==> config.mk <==
export PLATFORM = sky130hd
export DESIGN_NAME = uart_byte_receiver
export DESIGN_NICKNAME = d
export VERILOG_FILES = /design/src/rtl/uart_byte_receiver.sv
export SDC_FILE = /design/constraint.sdc
export NUM_CORES = 1
export LEC_CHECK = 0
export CELL_PAD_IN_SITES_DETAIL_PLACEMENT = 1
export CELL_PAD_IN_SITES_GLOBAL_PLACEMENT = 2
export CORE_UTILIZATION = 33
export CTS_CLUSTER_DIAMETER = 50
export DETAILED_ROUTE_END_ITERATION = 7
export PLACE_DENSITY_LB_ADDON = 0.1
export REMOVE_ABC_BUFFERS = 1
export SYNTH_ARGS = -nofsm -noshare
export SYNTH_HDL_FRONTEND = slang
export SYNTH_SLANG_ARGS = --single-unit
==> constraint.sdc <==
create_clock -name clk -period 2.38 [get_ports clk]
set_input_delay 0.238 -clock clk [delete_from_list [all_inputs] [get_ports clk]]
set_output_delay 0.238 -clock clk [all_outputs]
set_load 0.005 [all_outputs]
==> src/rtl/uart_byte_receiver.sv <==
`default_nettype none
// ============================================================================
// Module      : uart_byte_receiver
// Description : UART byte receiver with a 2-flop input synchronizer, mid-bit
//               sampling, optional even parity and break detection.
//               Optional feature macro: UART_RX_PARITY_EN (8E1 when defined,
//               8N1 otherwise).
// Revision    : 1.0 - initial release
// ============================================================================
module uart_byte_receiver #(
  parameter int CLKS_PER_BIT = 5208
) (
  input  logic       clk,
  input  logic       rst_n,
  input  logic       uart_rx,
  output logic [7:0] data,
  output logic       data_valid,
  output logic       parity_err,
  output logic       frame_err,
  output logic       busy
);

  localparam logic [2:0] c_idle   = 3'd0;
  localparam logic [2:0] c_start  = 3'd1;
  localparam logic [2:0] c_data   = 3'd2;
`ifdef UART_RX_PARITY_EN
  localparam logic [2:0] c_parity = 3'd3;
`endif
  localparam logic [2:0] c_stop   = 3'd4;
  localparam logic [2:0] c_break  = 3'd5;

  localparam logic [15:0] c_full_pt = 16'(CLKS_PER_BIT - 1);
  localparam logic [15:0] c_half_pt = 16'((CLKS_PER_BIT >> 1) - 1);

  logic        r_rx_meta;
  logic        r_rx_s;
  logic [1:0]  r_fill;
  logic        r_armed;
  logic [2:0]  r_state;
  logic [2:0]  w_state_next;
  logic [15:0] r_cnt;
  logic [2:0]  r_bit_idx;
  logic [7:0]  r_shift;
  logic        w_sample;
  logic        w_par_ok;
  logic        w_accept;
  logic        w_frame_fail;

  // Two-flop synchronizer; r_fill marks when r_rx_s reflects the real line
  always_ff @(posedge clk) begin
    if (!rst_n) begin
      r_rx_meta <= 1'b1;
      r_rx_s    <= 1'b1;
      r_fill    <= 2'b00;
    end else begin
      r_rx_meta <= uart_rx;
      r_rx_s    <= r_rx_meta;
      r_fill    <= {r_fill[0], 1'b1};
    end
  end

  // Start detection is armed only once a genuine idle-high line has been seen
  always_ff @(posedge clk) begin
    if (!rst_n) begin
      r_armed <= 1'b0;
    end else if (r_fill[1] && r_rx_s) begin
      r_armed <= 1'b1;
    end
  end

  // Sample point: half a bit into START, a full bit in every other state
  always_comb begin
    w_sample = (r_state == c_start) ? (r_cnt == c_half_pt) : (r_cnt == c_full_pt);
  end

  // FSM state register
  always_ff @(posedge clk) begin
    if (!rst_n) begin
      r_state <= c_idle;
    end else begin
      r_state <= w_state_next;
    end
  end

  // FSM next-state logic
  always_comb begin
    w_state_next = r_state;
    case (r_state)
      c_idle:  if (r_armed && !r_rx_s) w_state_next = c_start;
      c_start: if (w_sample) w_state_next = r_rx_s ? c_idle : c_data;
`ifdef UART_RX_PARITY_EN
      c_data:   if (w_sample && (r_bit_idx == 3'd7)) w_state_next = c_parity;
      c_parity: if (w_sample) w_state_next = c_stop;
`else
      c_data:   if (w_sample && (r_bit_idx == 3'd7)) w_state_next = c_stop;
`endif
      c_stop:  if (w_sample) w_state_next = r_rx_s ? c_idle : c_break;
      c_break: if (r_rx_s) w_state_next = c_idle;
      default: w_state_next = c_idle;
    endcase
  end

  // FSM outputs: busy level and end-of-frame decisions at the stop sample
  always_comb begin
    busy         = (r_state != c_idle);
    w_accept     = (r_state == c_stop) && w_sample && r_rx_s && w_par_ok;
    w_frame_fail = (r_state == c_stop) && w_sample && !r_rx_s;
  end

  // Tick counter restarts on each state entry and after each sample point
  always_ff @(posedge clk) begin
    if (!rst_n) begin
      r_cnt <= 16'd0;
    end else if ((w_state_next != r_state) || w_sample ||
                 (r_state == c_idle) || (r_state == c_break)) begin
      r_cnt <= 16'd0;
    end else begin
      r_cnt <= r_cnt + 16'd1;
    end
  end

  // Data bits arrive LSB first, so shift in from the top
  always_ff @(posedge clk) begin
    if (!rst_n) begin
      r_shift   <= 8'h00;
      r_bit_idx <= 3'd0;
    end else if (r_state == c_data) begin
      if (w_sample) begin
        r_shift   <= {r_rx_s, r_shift[7:1]};
        r_bit_idx <= r_bit_idx + 3'd1;
      end
    end else begin
      r_bit_idx <= 3'd0;
    end
  end

`ifdef UART_RX_PARITY_EN
  logic r_par_ok;
  logic w_par_fail;

  // Even parity: the parity bit must equal the XOR of the data bits
  always_ff @(posedge clk) begin
    if (!rst_n) begin
      r_par_ok <= 1'b0;
    end else if ((r_state == c_parity) && w_sample) begin
      r_par_ok <= (r_rx_s == ^r_shift);
    end
  end

  // Parity failure only counts when the stop bit itself is good
  always_comb begin
    w_par_ok   = r_par_ok;
    w_par_fail = (r_state == c_stop) && w_sample && r_rx_s && !r_par_ok;
  end

  // Parity error pulse, one cycle after the stop sample
  always_ff @(posedge clk) begin
    if (!rst_n) begin
      parity_err <= 1'b0;
    end else begin
      parity_err <= w_par_fail;
    end
  end
`else
  assign w_par_ok   = 1'b1;
  assign parity_err = 1'b0;
`endif

  // Result register and accept / framing pulses
  always_ff @(posedge clk) begin
    if (!rst_n) begin
      data       <= 8'h00;
      data_valid <= 1'b0;
      frame_err  <= 1'b0;
    end else begin
      data_valid <= w_accept;
      frame_err  <= w_frame_fail;
      if (w_accept) begin
        data <= r_shift;
      end
    end
  end

endmodule
`default_nettype wire

# Yosys cells after proc, flatten, opt, wreduce, memory -nomap -nowiden
# Cells that the tools add are included.
[word_totals]
reg_bits = 45
latchBits = 0
mem_bits_rw = 0
romBits = 0
input_bits = 3
elab_cells = 48
mem_count = 0
[classes]
n_addsub = 2
multipliers = 0
n_div = 0
n_lt_le_gt_ge = 0
eq_ne = 8
shift = 0
mux = 10
n_bitwise = 1
reduce_logical = 15
[ops]
columns = ["op", "count"]
rows = [
  ["$mux W3", 6],
  ["$add A16 B1 Y16 const B", 1],
  ["$eq A16 B12 Y1 const B", 1],
  ["$eq A16 B13 Y1 const B", 1],
  ["$pmux W3 S5", 1],
  ["$eq A3 B3 Y1 const B", 3],
  ["$logic_and A1 B1 Y1", 6],
  ["$reduce_and A2 Y1", 2],
  ["$add A3 B1 Y3 const B", 1],
  ["$eq A3 B1 Y1 const B", 1],
  ["$eq A3 B2 Y1 const B", 1],
  ["$logic_not A3 Y1", 1],
  ["$logic_or A1 B1 Y1", 3],
  ["$ne A3 B3 Y1", 1],
  ["$reduce_bool A3 Y1", 1],
  ["$mux W1", 2],
  ["$mux W2", 1],
  ["$reduce_or A2 Y1", 1],
  ["$logic_not A1 Y1", 1],
  ["$not A1 Y1", 1],
]

# Longest topological paths before layout
# Gate-level depths: netlist of run 1.
[depth]
ltp_word = 10
ltp_mapped = 8
mapped_depth_nobuf = 6

# Worst setup path after synthesis of run 1
# Ideal clock, no wire load.
[synth_timing]
path_type = "register to register"
start = "reg r_cnt[3]"
end = "reg r_cnt[13]"
setup_ps = 115
arrival_time_ps = 1971
path_slack_ps = 295
path_stages_with_launch = 8
path_buffers = 2
cell_sequence = "dfxtp_1 > or4b_1 > or4_1 > a21oi_2 > buf_6 > nand3b_4 > buf_8 > nor2_1"
[synth_between]
elab_chain_cells = 10
word_cells_on_any_way = 14
cone_classes = "add/sub: 1; eq/ne: 3; mux: 5; reduce/logical: 5"
[synth_lines]
columns = ["item", "line", "source"]
rows = [
  ["from (decl)", "41", "logic [15:0] r_cnt;"],
  ["from (signal assigned)", "118", "r_cnt <= r_cnt + 16'd1;"],
  ["$eq A16 B13 Y1 / $eq A16 B12 Y1 (equally long branches)", "73", "w_sample = (r_state == c_start) ? (r_cnt == c_half_pt) : (r_cnt == c_full_pt);"],
  ["$mux W1", "73", ""],
  ["$logic_and A1 B1 Y1", "95", "c_data: if (w_sample && (r_bit_idx == 3'd7)) w_state_next = c_stop;"],
  ["$mux W3", "95", ""],
  ["$pmux W3 S5", "88", "case (r_state)"],
  ["$ne A3 B3 Y1", "114", "end else if ((w_state_next != r_state) || w_sample ||"],
  ["$logic_or A1 B1 Y1 (2 in a row)", "114", ""],
  ["$logic_or A1 B1 Y1", "115", "(r_state == c_idle) || (r_state == c_break)) begin"],
  ["$reduce_or A2 Y1 (no line)", "--", ""],
]
# Several ways; a longest one is shown, not always the timed one.
# A chain may end at the register's enable or synchronous reset.

# Final worst setup path of run 1
[layout_timing]
start = "reg r_cnt[3]"
end = "reg r_cnt[6]"
# Same word-level chain as after synthesis.

==> results of run 1 <==
[cells in the final DEF (no fill, tap or decap), drive strengths merged, types with 4 or more instances in the layout]
cell type	n
dfxtp	45
nand2	26
nor2	23
mux2i	18
clkdlybuf4s50	13
xnor2	10
buf	9
nand3	7
xor2	6
and3	6
inv	5
clkbuf	5
nand2b	4
[routing by layer]
layer	track usage [%]	wire length, um
met5	0	0
met4	5.094	59
met3	4.048	100
met2	23.89	1814
met1	18.12	1920
[layout make-up]
class | count | area [sq um] | area share [%]
flip-flops and latches | 45 | 900.9 | 40.79
well taps | 72 | 90.09 | 4.079
multi-input cells | 133 | 872.1 | 39.49
inverters | 5 | 18.77 | 0.8499
clock inverters | 2 | 35.03 | 1.586
clock buffers | 5 | 68.82 | 3.116
repair buffers | 22 | 222.7 | 10.08
[state kept, by name, indices dropped and copies added (netlist names)]
name        count
r_fill          2
r_bit_idx       3
data_valid      1
r_state         3
r_cnt          16
r_rx_meta       1
data            8
r_armed         1
frame_err       1
r_rx_s          1
r_shift         8
[logic make-up (layout without fill, tap and decap cells)]
logic type,after synthesis,count (layout),synth area share (%)
and+or+nand+nor,87,87,23.98
DFF,45,45,48.22
muxes,18,18,9.645
xor gates and xnor gates,16,16,7.501
buffers and inverters,15,34,5.090
AOI/OAI and AO/OA,8,8,3.349
adders and majority gates,3,3,2.010
other,1,1,0.2007
[where the power goes]
part           internal (uW)  switching, uW
Combinational           10.4           14.3
Sequential               757           2.93
Clock                    305            252
[stage by stage]
step                instance area (sq um)  cells
floorplan                            1792    183
global placement                     2105    277
detailed placement                   2105    277
CTS                                  2208    284
global route                         2208    284
finish                               2208    284
[worst min path at each step]
stage	from	to	slack, ps	depth (start not counted)
CTS	r_rx_meta	r_rx_s	420	1
global placement	r_rx_meta	r_rx_s	390	1
global route	r_rx_meta	r_rx_s	470	1
detailed placement	r_rx_meta	r_rx_s	400	1
floorplan	rst_n	r_fill[0]	270	0
finish	r_rx_meta	r_rx_s	420	1
==> metrics, run 1 <==
hold_buf cts 0; postcts setup bufs 0; total grt overflow 0; crit share post-route 92.80%; CP top delay family simple AND/OR/NAND/NOR gates; critical path endpoint r_cnt[6]; Crit. path cell count 6; final worst slack 171.4 ps; CP Capture Type register; wirelength, routed 3895 um; Critical R2R Launch r_cnt[3]; vias in the first global route 1,472; via density per instance 4.708; ANT cells 0; Async SR Flop Fraction 0%; Max-Cap Viols 0; Placeable Area 5473 sq um; post-cts resize count 0; initial antenna violation count 0; CP cell instances or4b_1, or4_1, a21oi_2, buf_4, nand3b_4, nor2_1; Cell variety after synth 39; PortBufs 13; drt first pass iters 4; syn avg cell area 9.679 sq um; Synth Instances 193; largest net degree at the start of global routing 17; Hold WS 416.1 ps; Wirelength per Cell 13.71 um; CP max stage delay 520 ps; reg2reg path depth 6; ANT nets after route 0; nets 218; Req. time, crit path 2570 ps; first-pass GRT wire length 6796 um; Peak VDD IR 0.0002784 V; R2R setup slack 170 ps; YS warnings 0; number of enable flip-flop cells after synthesis 0; Die Wd 77.24 um; critical path fanouts, max 16; RR Endpoint r_cnt[6]; DIE AREA 5965 sq um; slew margin rel. 57.46%; top-area cell type share of the netlist area 48.23%; Slew Viols, Final 0; initial DRC count 40; overall routing resource usage 14.55%; RSZ-0062 raised after global routing false; Static Leak 0.0007712 uW; Initial Util 34.13%; CP Launch Type register; Post-Place Worst Slack 160.3 ps; ys flop type dfxtp_1; Setup Crit Path Kind reg2reg; Clock Sinks 45; Critical Path AT 2400 ps; Slowest cell on crit path or4b_1; total number of vias 1,337; Reg clk slew, reported paths 80 ps; final setup fails 0; I/O pins 15; fin util 40.35%; Hold Fails Final Rpt 0; H-tree levels 2; Syn Std Cell Area 1868 sq um; CTS Buf Count 5; commonest cells in the netlist 45 x dfxtp_1, 26 x nand2_1, 23 x nor2_1, 18 x mux2i_1, 10 x xnor2_1; register area share after synthesis 48.23%; status finished clean; measured slew at the worst slew-check pin 632.2 ps; DP HPWL 2836 um; layout cells sized above 1 9.906%; # DRC 0; Final Skew 5.543 ps; setup TNS 0 ps; Hold Path Class reg2reg; Fmax achieved 452.8 MHz; Power Density 607.8 nW/um^2; Synth area leaders dfxtp_1 48%, mux2i_1 9.6%, nand2_1 5.2%; Tot Pwr 1342 uW; Yosys top cell by area dfxtp_1; CP startpoint r_cnt[3]; CTS tree done; CTS root buf clkbuf_8; GPL Wtd Cong 0.7235; Yosys reg bits 45; clk buf depth 2; Die Height 77.24 um; crit path buf inv count 1; most common cell in the netlist dfxtp_1; worst-skew pair later-pin latency 300 ps; P&R area growth vs syn 18.22%; Filler cells 630; FP Rows 27; fin crit period 2209 ps
Power figures use the tool's default switching activity.
==> run 2, diff against run 1 <==
- CAP_MARGIN: not set -> 20
==> results of run 2 <==
Final layout, timing and power as in run 1 (identical DEF).
